### src/rtl/mem_port_arbiter.sv
// Two-requester arbiter for a single memory port: instruction fetch (I) and load/store (D).
// One transaction at a time, registered command, combinational response routing, sticky watchdog.
module mem_port_arbiter #(
  parameter int ROUND_ROBIN    = 1,
  parameter int TIMEOUT_CYCLES = 1024
) (
  input  logic        clk,
  input  logic        rst,
  input  logic        i_read,
  input  logic [31:0] i_address,
  output logic [31:0] i_rdata,
  output logic        i_resp,
  input  logic        d_read,
  input  logic        d_write,
  input  logic [3:0]  d_byte_enable,
  input  logic [31:0] d_address,
  input  logic [31:0] d_wdata,
  output logic [31:0] d_rdata,
  output logic        d_resp,
  output logic        mem_read,
  output logic        mem_write,
  output logic [3:0]  mem_byte_enable,
  output logic [31:0] mem_address,
  output logic [31:0] mem_wdata,
  input  logic [31:0] mem_rdata,
  input  logic        mem_resp,
  output logic        busy,
  output logic        timeout_err
);

  localparam bit WD_EN = (TIMEOUT_CYCLES > 0);
  localparam int CW    = WD_EN ? $clog2(TIMEOUT_CYCLES + 1) : 1;
  localparam logic [CW-1:0] TO_MAX = CW'(TIMEOUT_CYCLES);

  typedef enum logic [1:0] {
    IDLE    = 2'd0,
    SERVE_I = 2'd1,
    SERVE_D = 2'd2
  } state_t;

  state_t        state;
  logic          last_grant_d;
  logic [CW-1:0] wd_cnt;
  logic          i_pend;
  logic          d_pend;
  logic          grant_i;
  logic          grant_d;
  logic          serving;

  assign serving = (state != IDLE);

  always_comb begin
    i_pend  = i_read;
    d_pend  = d_read | d_write;
    grant_i = 1'b0;
    grant_d = 1'b0;
    if (state == IDLE) begin
      if (i_pend && d_pend) begin
        // Round robin hands the contended slot to whoever did not win last time.
        if (ROUND_ROBIN != 0) begin
          grant_d = ~last_grant_d;
          grant_i = last_grant_d;
        end else begin
          grant_d = 1'b1;
        end
      end else if (i_pend) begin
        grant_i = 1'b1;
      end else if (d_pend) begin
        grant_d = 1'b1;
      end
    end
  end

  always_ff @(posedge clk or negedge rst) begin
    if (!rst) begin
      state           <= IDLE;
      last_grant_d    <= 1'b0;
      mem_read        <= 1'b0;
      mem_write       <= 1'b0;
      mem_byte_enable <= 4'b0000;
      mem_address     <= 32'd0;
      mem_wdata       <= 32'd0;
    end else begin
      case (state)
        IDLE: begin
          if (grant_i) begin
            state           <= SERVE_I;
            mem_read        <= 1'b1;
            mem_write       <= 1'b0;
            mem_byte_enable <= 4'b1111;
            mem_address     <= i_address;
            mem_wdata       <= 32'd0;
            last_grant_d    <= 1'b0;
          end else if (grant_d) begin
            // A simultaneous read+write request is served as a write.
            state           <= SERVE_D;
            mem_read        <= d_read & ~d_write;
            mem_write       <= d_write;
            mem_byte_enable <= d_byte_enable;
            mem_address     <= d_address;
            mem_wdata       <= d_wdata;
            last_grant_d    <= 1'b1;
          end
        end
        SERVE_I, SERVE_D: begin
          if (mem_resp) begin
            state     <= IDLE;
            mem_read  <= 1'b0;
            mem_write <= 1'b0;
          end
        end
        default: begin
          state     <= IDLE;
          mem_read  <= 1'b0;
          mem_write <= 1'b0;
        end
      endcase
    end
  end

  // Watchdog: counts stalled serve cycles, saturates, and latches the error flag.
  always_ff @(posedge clk or negedge rst) begin
    if (!rst) begin
      wd_cnt      <= '0;
      timeout_err <= 1'b0;
    end else if (!serving || mem_resp) begin
      wd_cnt <= '0;
    end else if (WD_EN && (wd_cnt != TO_MAX)) begin
      wd_cnt <= wd_cnt + CW'(1);
      if (wd_cnt == TO_MAX - CW'(1)) begin
        timeout_err <= 1'b1;
      end
    end
  end

  assign i_resp  = (state == SERVE_I) & mem_resp;
  assign d_resp  = (state == SERVE_D) & mem_resp;
  assign i_rdata = mem_rdata;
  assign d_rdata = mem_rdata;
  assign busy    = serving;

endmodule

### config.mk
export PLATFORM = sky130hd
export DESIGN_NAME = mem_port_arbiter
export DESIGN_NICKNAME = d
export VERILOG_FILES = /design/src/rtl/mem_port_arbiter.sv
export SDC_FILE = /design/constraint.sdc
export NUM_CORES = 1
export LEC_CHECK = 0
export ABC_CLOCK_PERIOD_IN_PS = 3250
export CAP_MARGIN = 10
export CORE_MARGIN = 2
export CORE_UTILIZATION = 40
export DETAILED_ROUTE_END_ITERATION = 8
export GPL_TIMING_DRIVEN = 0
export PLACE_DENSITY = 0.87
export SYNTH_ARGS = -nofsm -noshare
export SYNTH_HDL_FRONTEND = slang
export SYNTH_SLANG_ARGS = --single-unit
### constraint.sdc
create_clock -name clk -period 3.25 [get_ports clk]
set_input_delay 0.4875 -clock clk [delete_from_list [all_inputs] [get_ports clk]]
set_output_delay 0.4875 -clock clk [all_outputs]
set_load 0.1 [all_outputs]
# Yosys cells after proc, flatten, opt, wreduce, memory -nomap -nowiden
# Cells that the tools add are included.
# totals
ff_bits	85
in_bits	138
elab_cells	62
# op_classes
n_addsub	1
eq_ne	6
mux	28
bitwise	7
reduce_logical	11
# op_table
cell	n
$mux W32	4
$mux W11	2
$mux W1	14
$add A11 B1 Y11 const B	1
$eq A11 B10 Y1 const B	1
$ne A11 B11 Y1 const B	1
$mux W4	2
$mux W2	3
$reduce_bool A2 Y1	3
$pmux W1 S2	2
$pmux W2 S2	1
$reduce_and A2 Y1	2
$and A1 B1 Y1	3
$ne A3 B3 Y1 const B	1
$not A1 Y1	3
$reduce_and A3 Y1	1
$eq A2 B1 Y1 const B	1
$eq A2 B2 Y1 const B	1
$logic_not A2 Y1	1
$ne A2 B2 Y1 const B	1
$reduce_or A2 Y1	1
$logic_and A1 B1 Y1	1
$logic_not A1 Y1	1
$logic_or A1 B1 Y1	1
$or A1 B1 Y1	1

# Depth between registers and ports, before layout
# Gate-level depths: netlist of the first run.
# depth
depth_word	8
mapped_depth	8
ltp_nobuf	5

# Least setup slack after synthesis of the first run
# No wires, ideal clock.
# synth_timing
path_type	register -> register
start	register state[0]
end	register mem_write
arrival_ns	1.757
required_time_ns	3.127
slack_ns	1.370
path_stages_with_launch	7
n_path_buf	1
path_cell_list	dfrtp_1 > inv_1 > ha_1 > buf_2 > inv_1 > o41ai_2 > a32o_1
# synth_between
elab_chain_cells	4
elab_cells_between_ends	11
# synth_lines
item	line_no	source
start: declaration	41	state_t state;
start signal: assignment	76	state <= IDLE;
start signal: assignment	87	state <= SERVE_I;
start signal: assignment	96	state <= SERVE_D;
$eq A2 B1 Y1, or another cell as far along	84	case (state)
$reduce_or A2 Y1 or $mux W1 (tied branches)	84, 57	
$ne A2 B2 Y1 (no line), or another cell as far along	n/a	
$reduce_and A2 Y1 (no line) or $pmux W1 S2 (tied branches)	n/a	
end signal: assignment	98	mem_write <= d_write;
end: declaration	21	output logic mem_write,
# Several ways; a longest one is shown, not always the timed one.
# A chain may end at the register's enable or synchronous reset.

# Worst setup path after layout of the first run
# layout_timing
start	register state[0]
end	output busy
# layout_between
elab_chain_cells	1
# layout_lines
item	line_no	source
$reduce_bool A2 Y1	50	assign serving = (state != IDLE);
end: declaration	27	output logic busy,
# Every way passes these cells.

==> results of run 1 <==
[metal layers]
| metal | GRT usage | vias up |
|---|---|---|
| li1 | - | 1975 |
| met1 | 0.250 | 2077 |
| met2 | 0.405 | 225 |
| met3 | 0.0551 | 30 |
| met4 | 0.0952 | 0 |
| met5 | 0 | - |
[cells in the final DEF, fill, tap and decap left out, types with 5 or more instances in the layout]
master	count
clkdlybuf4s50_1	240
inv_1	10
nand2_1	9
ha_1	5
o21ai_0	34
nand3_1	7
a31oi_1	32
a22o_1	33
clkbuf_1	9
buf_2	16
dfrtp_1	85
nor2_1	36
a21oi_1	39
clkbuf_8	10
buf_4	70
[cell type report]
| cell class | instances | area, um2 |
|---|---|---|
| Sequential cell | 85 | 2130 |
| Inverter | 10 | 37.5 |
| Buffer | 96 | 654 |
| Clock buffer | 10 | 138 |
| Clock inverter | 6 | 68.8 |
| Tap cell | 136 | 170 |
| Timing Repair Buffer | 242 | 2440 |
| Multi-Input combinational cell | 237 | 1490 |
| Fill cell | 814 | 3290 |
[registers in the layout (all words and copies together), names as in the netlist]
signal	cells
mem_byte_enable	4
mem_wdata	32
mem_read	1
last_grant_d	1
timeout_err	1
state	2
mem_address	32
mem_write	1
wd_cnt	11
[synth_stat cells (3+ instances only)]
master,count
nor2_1,36
inv_1,10
a21oi_1,39
buf_4,69
clkbuf_1,9
dfrtp_1,85
nand2_1,9
o22a_1,4
o21ai_0,34
buf_2,16
a31oi_1,32
a22o_1,33
nand4_1,3
ha_1,5
nand3_1,7
[logic make-up (layout without fill, tap and decap cells)]
group,after synthesis,in the layout,synth area share
compound gates,158,158,0.245
buf+inv,106,364,0.161
flops,85,85,0.493
simple gates,70,70,0.0781
fa+ha+maj,5,5,0.0145
xor+xnor,2,2,0.00406
mux,2,2,0.00464
[critical path: stages (launching register included)]
cell and delay (ns):
dfrtp_1 0.39, inv_1 0.08, ha_1 0.19, buf_2 0.18, inv_1 0.11, clkdlybuf4s50_1 1.17
[metrics by stage]
| stage | util | area (um2) | worst slack, ns | hold slack [ns] | TNS (ns) |
|---|---|---|---|---|---|
| after CTS | 0.684 | 7120 | 0.279 | 0.122 | 0 |
| final | 0.684 | 7120 | 0.297 | 0.106 | 0 |
| after floorplan | - | 4310 | 1.37 | 0.192 | 0 |
| after global routing | 0.684 | 7120 | 0.204 | 0.137 | 0 |
| after detailed placement | 0.664 | 6920 | 0.395 | 0.460 | 0 |
| after global placement | 0.662 | 6890 | -1.31 | 0.456 | -110.80 |
[how the worst max path moves through the flow]
stage	endpoint	slack (ns)	from
3_3_place_gp	mem_byte_enable[1]	-1.31	rst
2_1_floorplan	mem_write	1.37	state[0]
5_1_grt	busy	0.20	state[0]
3_5_place_dp	i_resp	0.40	mem_resp
6_report	busy	0.30	state[0]
4_1_cts	busy	0.28	state[0]
==> flow_summary_export.csv, run 1 <==
group,metric,value,unit
outcome,status,"finished clean",
clock_tree,clock_path_buffers,2,
logic_synthesis,synth_top_cell_area_share,0.493,
final_layout,final_nets,824,
route,ant_nets,0,
worst_setup_path,reg2reg_slack,1.52,ns
sta,finalMaxSlewViolations,0,
logic_synthesis,syn_area_per_cell,10.1,um2
route,met1Wirelength,5.04,mm
clock_tree,cts_tree,"done",
route,highest_layer,"met4",
clock_tree,ctsHoldBuffers,0,
floorplan,fp.dieW,108,um
logic_synthesis,synth_area_leader_cell,"dfrtp_1",
sta,rsz0062_at_grt,"false",
worst_setup_path,path_class,"reg2out",
place,place.gp.congestion,0.800,
floorplan,die_area,0.0116,mm2
route,wire_per_inst,16.5,um
worst_setup_path,reg2reg_from,"state[0]",
sta,finClkSkew,0.0137,ns
run,maxCapViolations,0,
place,io_buffers,241,
sta,slew_headroom,0.316,
floorplan,coreArea,0.0104,mm2
logic_synthesis,netlist_instances,428,
place,place_inst,806,
final_layout,n_antenna_cell,0,
floorplan,dieHeight,108,um
sta,finalHoldViolCount,0,
final_layout,syn2layout_area_growth,65.3,%
sta,period_minus_slack,2.95,ns
route,wl_met2,7.03,mm
sta,fmax,0.339,GHz
route,drc_errors,0,
worst_setup_path,cp-end-kind,"primary output",
clock_tree,postCtsSetupBuffers,0,
global_route,grt_antenna_before_repair,0,
place,dp_hpwl,10.5,mm
global_route,grt_overflow,0,
clock_tree,cts_root_buf,"clkbuf_8",
floorplan,ios,276,
worst_setup_path,r2r_cells,7,
logic_synthesis,netlist_top_cells_area,"dfrtp_1, buf_4, a22o_1",
logic_synthesis,async_reset_ff_frac,1.00,
floorplan,start_util,0.414,
worst_setup_path,reg2reg_to,"wd_cnt[10]",
logic_synthesis,syn-cell-area,0.00431,mm2
clock_tree,worstSkewPairLatency,0.35,ns
worst_setup_path,worst-path-max-fanout,10,
worst_setup_path,worstPathRequired,2.76,ns
logic_synthesis,synth_flop_cell,"dfrtp_1",
worst_setup_path,start_kind,"flop",
logic_synthesis,ys_ff_latch,85,
clock_tree,clkTransAtPathRegs,0.09,ns
logic_synthesis,synth_fp_nets,571,
route,vias,4307,
route,viasPerCell,5.24,
route,drtIter0Drc,195,
final_layout,drive_gt1_frac,0.168,
global_route,grt_pass1_wl,20.6,mm
clock_tree,clock_sinks,85,
clock_tree,cts_resized,0,
logic_synthesis,ys_warn_count,0,
logic_synthesis,synth_edf_count,0,
sta,finalSetupViolations,0,
route,drt_pass1_iterations,5,
route,wl,13.6,mm
floorplan,row_count,37,
worst_setup_path,arrival,2.47,ns
hold_path,hp-class,"in2async",
clock_tree,cts_buffers,9,
clock_tree,cts_htree_levels,3,
final_layout,final_cells,822,
route,wl_met3,1.12,mm
sta,fin_crit_sh,0.909,
logic_synthesis,synth.distinct_cells,42,
sta,worst_pin_slew,1.02,ns
logic_synthesis,yosysSeqAreaShare,0.493,
global_route,first_global_vias,4289,
global_route,track_usage,0.224,
global_route,grt_max_degree,50,
Power of run 1 is left out: the tool's default activity adds up to more than one toggle a clock period on the data nets, which glitch-free logic cannot reach.
==> inputs of run 2 (changes only) <==
--- a/config.mk
+++ b/config.mk
@@ -11,7 +11,8 @@
 export CORE_UTILIZATION = 40
 export DETAILED_ROUTE_END_ITERATION = 8
 export GPL_TIMING_DRIVEN = 0
-export PLACE_DENSITY = 0.87
+export PLACE_DENSITY_LB_ADDON = 0.1
+export REMOVE_ABC_BUFFERS = 1
 export SYNTH_ARGS = -nofsm -noshare
 export SYNTH_HDL_FRONTEND = slang
 export SYNTH_SLANG_ARGS = --single-unit
==> run 2 against run 1 <==
Net effect:
- fmax is 0.78% higher
- first-iteration DRC count grew 4.6%
- register-to-register slack worse by 0.48 ns
- sequential share of layout area up 5.9 points
- clock skew increased by 0.0031 ns
- worst hold slack lost 0.052 ns
- utilization shrank 11 points
- flip-flop and latch count did not move
- non-clock buffer count fell by 155
- setup slack improved by 0.023 ns
- via count is 15% lower
- die area unchanged
- critical path type unchanged
- critical endpoint unchanged
==> flow_summary_export.csv, run 2 (same netlist as run 1, synthesis figures left out) <==
group,metric,value,unit
outcome,status,"finished clean",
global_route,first_global_vias,3603,
final_layout,n_antenna_cell,0,
worst_setup_path,reg2reg_from,"state[0]",
clock_tree,clock_path_buffers,2,
worst_setup_path,worst-path-max-fanout,10,
final_layout,drive_gt1_frac,0.0621,
route,drt_pass1_iterations,4,
worst_setup_path,crit_start,"state[0]",
clock_tree,worstSkewPairLatency,0.35,ns
sta,finalMaxSlewViolations,0,
clock_tree,cts_root_buf,"clkbuf_8",
clock_tree,clock_sinks,85,
final_layout,register_area,0.00213,mm2
place,io_buffers,179,
clock_tree,cts_resized,0,
route,ant_nets,0,
place,dp_slack,0.391,ns
worst_setup_path,worstPathRequired,2.76,ns
floorplan,coreArea,0.0104,mm2
clock_tree,cts_tree,"done",
global_route,track_usage,0.243,
floorplan,ios,276,
final_layout,n_fill_cell,916,
sta,fmax,0.341,GHz
place,place.gp.congestion,0.760,
final_layout,multi_input_area,0.00150,mm2
sta,worst_pin_slew,1.09,ns
clock_tree,clkTransAtPathRegs,0.09,ns
sta,setup-tns-final,0,ns
global_route,grt_overflow,0,
sta,period_minus_slack,2.93,ns
run,maxCapViolations,0,
final_layout,final_common_cell,"clkdlybuf4s50_1",
final_layout,syn2layout_area_growth,38.2,%
clock_tree,cts_buffers,9,
sta,finalHoldViolCount,0,
global_route,grt_pass1_wl,21.3,mm
worst_setup_path,arrival,2.44,ns
hold_path,hp-class,"in2async",
global_route,grt_antenna_before_repair,0,
final_layout,reg_top3,"mem_address (32), mem_wdata (32), wd_cnt (11)",
sta,slew_headroom,0.274,
clock_tree,postCtsSetupBuffers,0,
worst_setup_path,path_class,"reg2out",
final_layout,final_nets,669,
sta,finalSetupViolations,0,
floorplan,start_util,0.414,
floorplan,die_area,0.0116,mm2
clock_tree,cts_htree_levels,3,
sta,finClkSkew,0.0169,ns
route,vias,3660,
place,dp_hpwl,10.1,mm
route,wl,14.3,mm
final_layout,final_cell_mix,"clkdlybuf4s50_1, dfrtp_1, a21oi_1",
worst_setup_path,cp-end-kind,"primary output",
route,drtIter0Drc,204,
final_layout,fin_util,0.572,
route,wire_per_inst,21.4,um
sta,fin_crit_sh,0.902,
sta,layout_setup_ws,0.320,ns
floorplan,dieHeight,108,um
route,viasPerCell,5.49,
global_route,grt_max_degree,59,
clock_tree,ctsHoldBuffers,0,
worst_setup_path,start_kind,"flop",
sta,rsz0062_at_grt,"false",
floorplan,row_count,37,
floorplan,fp.dieW,108,um
route,drc_errors,0,
run 2: cell count changes in the layout (fill, tap and decap cells not counted), sizes merged:
cell and change:
clkdlybuf4s50 -63, bufinv +2, clkbuf -10, buf -83, clkinvlp -1
run 2: final cells by class:
| type | count | share of cell area |
|---|---|---|
| multi-input cells | 237 | 0.252 |
| repair buffers | 183 | 0.314 |
| clock buffers | 9 | 0.0208 |
| well taps | 136 | 0.0286 |
| flip-flops and latches | 85 | 0.357 |
| clock inverters | 7 | 0.0214 |
| inverters | 10 | 0.00630 |
run 2: final timing paths:
check | slack [ns] | end | cells past startpoint
setup / recovery | 0.32 | busy | 4
hold / removal | 0.05 | mem_wdata[14] | 1
setup reg to reg | 1.04 | mem_write | 4
hold reg to reg | 0.49 | timeout_err | 1
max in group asynchronous | 2.58 | mem_byte_enable[1] | 2
min in group clk | 0.49 | timeout_err | 1
run 2: per-stage QoR:
| stage | area, um2 | hold WS [ns] | std cells |
|---|---|---|---|
| after floorplan | 3660 | 0.192 | 332 |
| after global placement | 5620 | 0.454 | 647 |
| after detailed placement | 5700 | 0.445 | 651 |
| after CTS | 5960 | 0.0465 | 667 |
| after global routing | 5960 | 0.0567 | 667 |
| final | 5960 | 0.0539 | 667 |
run 2: critical path: stages, from the launching register on:
cell             delay (ns)
dfrtp_1                0.40
inv_1                  0.07
ha_1                   0.34
inv_1                  0.15
clkdlybuf4s50_1        1.14
run 2: per-layer routing:
| metal | track usage | vias to the layer above | share of wire |
|---|---|---|---|
| met5 | 0.0762 | - | 0 |
| met4 | 0.0696 | 0 | 0.0095 |
| met3 | 0.152 | 10 | 0.14 |
| met2 | 0.308 | 224 | 0.40 |
| met1 | 0.333 | 1761 | 0.45 |
| li1 | - | 1665 | - |
Power of run 2 is left out for the same reason.
==> inputs of run 3 (changes only) <==
--- a/config.mk
+++ b/config.mk
@@ -7,9 +7,9 @@
 export LEC_CHECK = 0
 export ABC_CLOCK_PERIOD_IN_PS = 3250
 export CAP_MARGIN = 10
-export CORE_MARGIN = 2
-export CORE_UTILIZATION = 40
+export CORE_AREA = 2 2 107 109
 export DETAILED_ROUTE_END_ITERATION = 8
+export DIE_AREA = 0 0 109 111
 export GPL_TIMING_DRIVEN = 0
 export PLACE_DENSITY_LB_ADDON = 0.1
 export REMOVE_ABC_BUFFERS = 1
==> run 3 against run 2 <==
Net effect:
- flip-flop and latch count is the same
- first-iteration DRC count grew 26%
- critical path depth unchanged
- critical endpoint unchanged
- cell count increased by 1.0%
- clock-buffer cell count is 1 higher
- highest routed layer is now met5
==> flow_summary_export.csv, run 3 (same netlist as run 1, synthesis figures left out) <==
group,metric,value,unit
outcome,status,"finished clean",
global_route,grt_overflow,0,
clock_tree,clock_sinks,85,
worst_setup_path,reg2reg_from,"state[1]",
global_route,grt_antenna_before_repair,0,
sta,worst_pin_slew,1.08,ns
clock_tree,cts_resized,0,
worst_setup_path,start_kind,"flop",
sta,finalMaxSlewViolations,0,
clock_tree,worstSkewPairLatency,0.34,ns
final_layout,n_antenna_cell,0,
final_layout,final_common_cell,"clkdlybuf4s50_1",
worst_setup_path,r2r_cells,4,
final_layout,syn2layout_area_growth,41.0,%
run,maxCapViolations,0,
route,drt_pass1_iterations,4,
worst_setup_path,arrival,2.47,ns
route,wire_per_inst,21.4,um
sta,fin_crit_sh,0.909,
clock_tree,cts_tree,"done",
sta,slew_headroom,0.280,
floorplan,dieHeight,111,um
clock_tree,cts_root_buf,"clkbuf_16",
sta,setup-tns-final,0,ns
worst_setup_path,worst-path-max-fanout,10,
floorplan,start_util,0.389,
global_route,grt_pass1_wl,22.0,mm
worst_setup_path,worstPathRequired,2.76,ns
clock_tree,cts_buffers,9,
sta,finClkSkew,0.00461,ns
sta,period_minus_slack,2.96,ns
place,dp_hpwl,10.1,mm
route,drtIter0Drc,258,
floorplan,fp.dieW,109,um
final_layout,final_cell_mix,"clkdlybuf4s50_1, dfrtp_1, a21oi_1",
route,vias,3751,
clock_tree,ctsHoldBuffers,0,
sta,fmax,0.338,GHz
hold_path,hp-class,"in2async",
worst_setup_path,reg2reg_slack,1.06,ns
floorplan,coreArea,0.0111,mm2
clock_tree,clock_path_buffers,2,
floorplan,row_count,39,
sta,rsz0062_at_grt,"false",
floorplan,die_area,0.0121,mm2
global_route,grt_max_degree,45,
route,viasPerCell,5.57,
final_layout,reg_top3,"mem_address (32), mem_wdata (32), wd_cnt (11)",
final_layout,fin_util,0.549,
global_route,track_usage,0.241,
floorplan,ios,276,
sta,finalSetupViolations,0,
clock_tree,clkTransAtPathRegs,0.06,ns
clock_tree,postCtsSetupBuffers,0,
global_route,first_global_vias,3865,
worst_setup_path,cp-end-kind,"primary output",
route,wl,14.4,mm
route,ant_nets,0,
sta,finalHoldViolCount,0,
final_layout,n_fill_cell,985,
final_layout,final_nets,669,
clock_tree,cts_htree_levels,3,
worst_setup_path,path_class,"reg2out",
route,drc_errors,0,
final_layout,drive_gt1_frac,0.0603,
place,place.gp.congestion,0.771,
worst_setup_path,reg2reg_to,"mem_write",
place,io_buffers,179,
run 3: worst max-delay path: stages (launching register included):
cell	delay, ns
dfrtp_1	0.38
inv_1	0.07
ha_1	0.34
inv_1	0.17
clkdlybuf4s50_1	1.17
run 3: metal layers:
layer	up-vias	wire length [um]	GRT usage	part of all wire
met3	21	2080	0.169	0.14
met5	-	59	0.0938	0.0041
met4	2	239	0.0838	0.017
li1	1680	-	-	-
met2	228	5640	0.294	0.39
met1	1820	6380	0.323	0.44
run 3: worst max-delay path by stage:
stage,start,end,slack [ns],cells past startpoint
after floorplan,i_read,mem_wdata[0],1.08,2
after global placement,rst,mem_address[21],-1.67,1
after detailed placement,mem_resp,i_resp,0.37,3
after CTS,state[1],busy,0.29,4
after global routing,state[1],busy,0.20,4
final,state[0],busy,0.29,4
run 3: cell type report:
type / count / area [um2] / area share
tap: 143 / 179 / 0.0294
multi-input combinational: 237 / 1500 / 0.247
timing repair buffer: 183 / 1890 / 0.312
inverter: 10 / 37.5 / 0.00618
sequential: 85 / 2130 / 0.350
clock inverter: 6 / 111 / 0.0183
clock buffer: 10 / 229 / 0.0377
run 3: per-stage QoR:
step | cells | hold slack, ns | area, um2 | setup slack (ns)
3_5_place_dp | 658 | 0.461 | 5740 | 0.366
5_1_grt | 674 | 0.196 | 6080 | 0.198
6_report | 674 | 0.154 | 6080 | 0.295
3_3_place_gp | 654 | 0.457 | 5630 | -1.67
2_1_floorplan | 332 | 0.192 | 3660 | 1.08
4_1_cts | 674 | 0.173 | 6080 | 0.288
Power of run 3 is left out for the same reason.
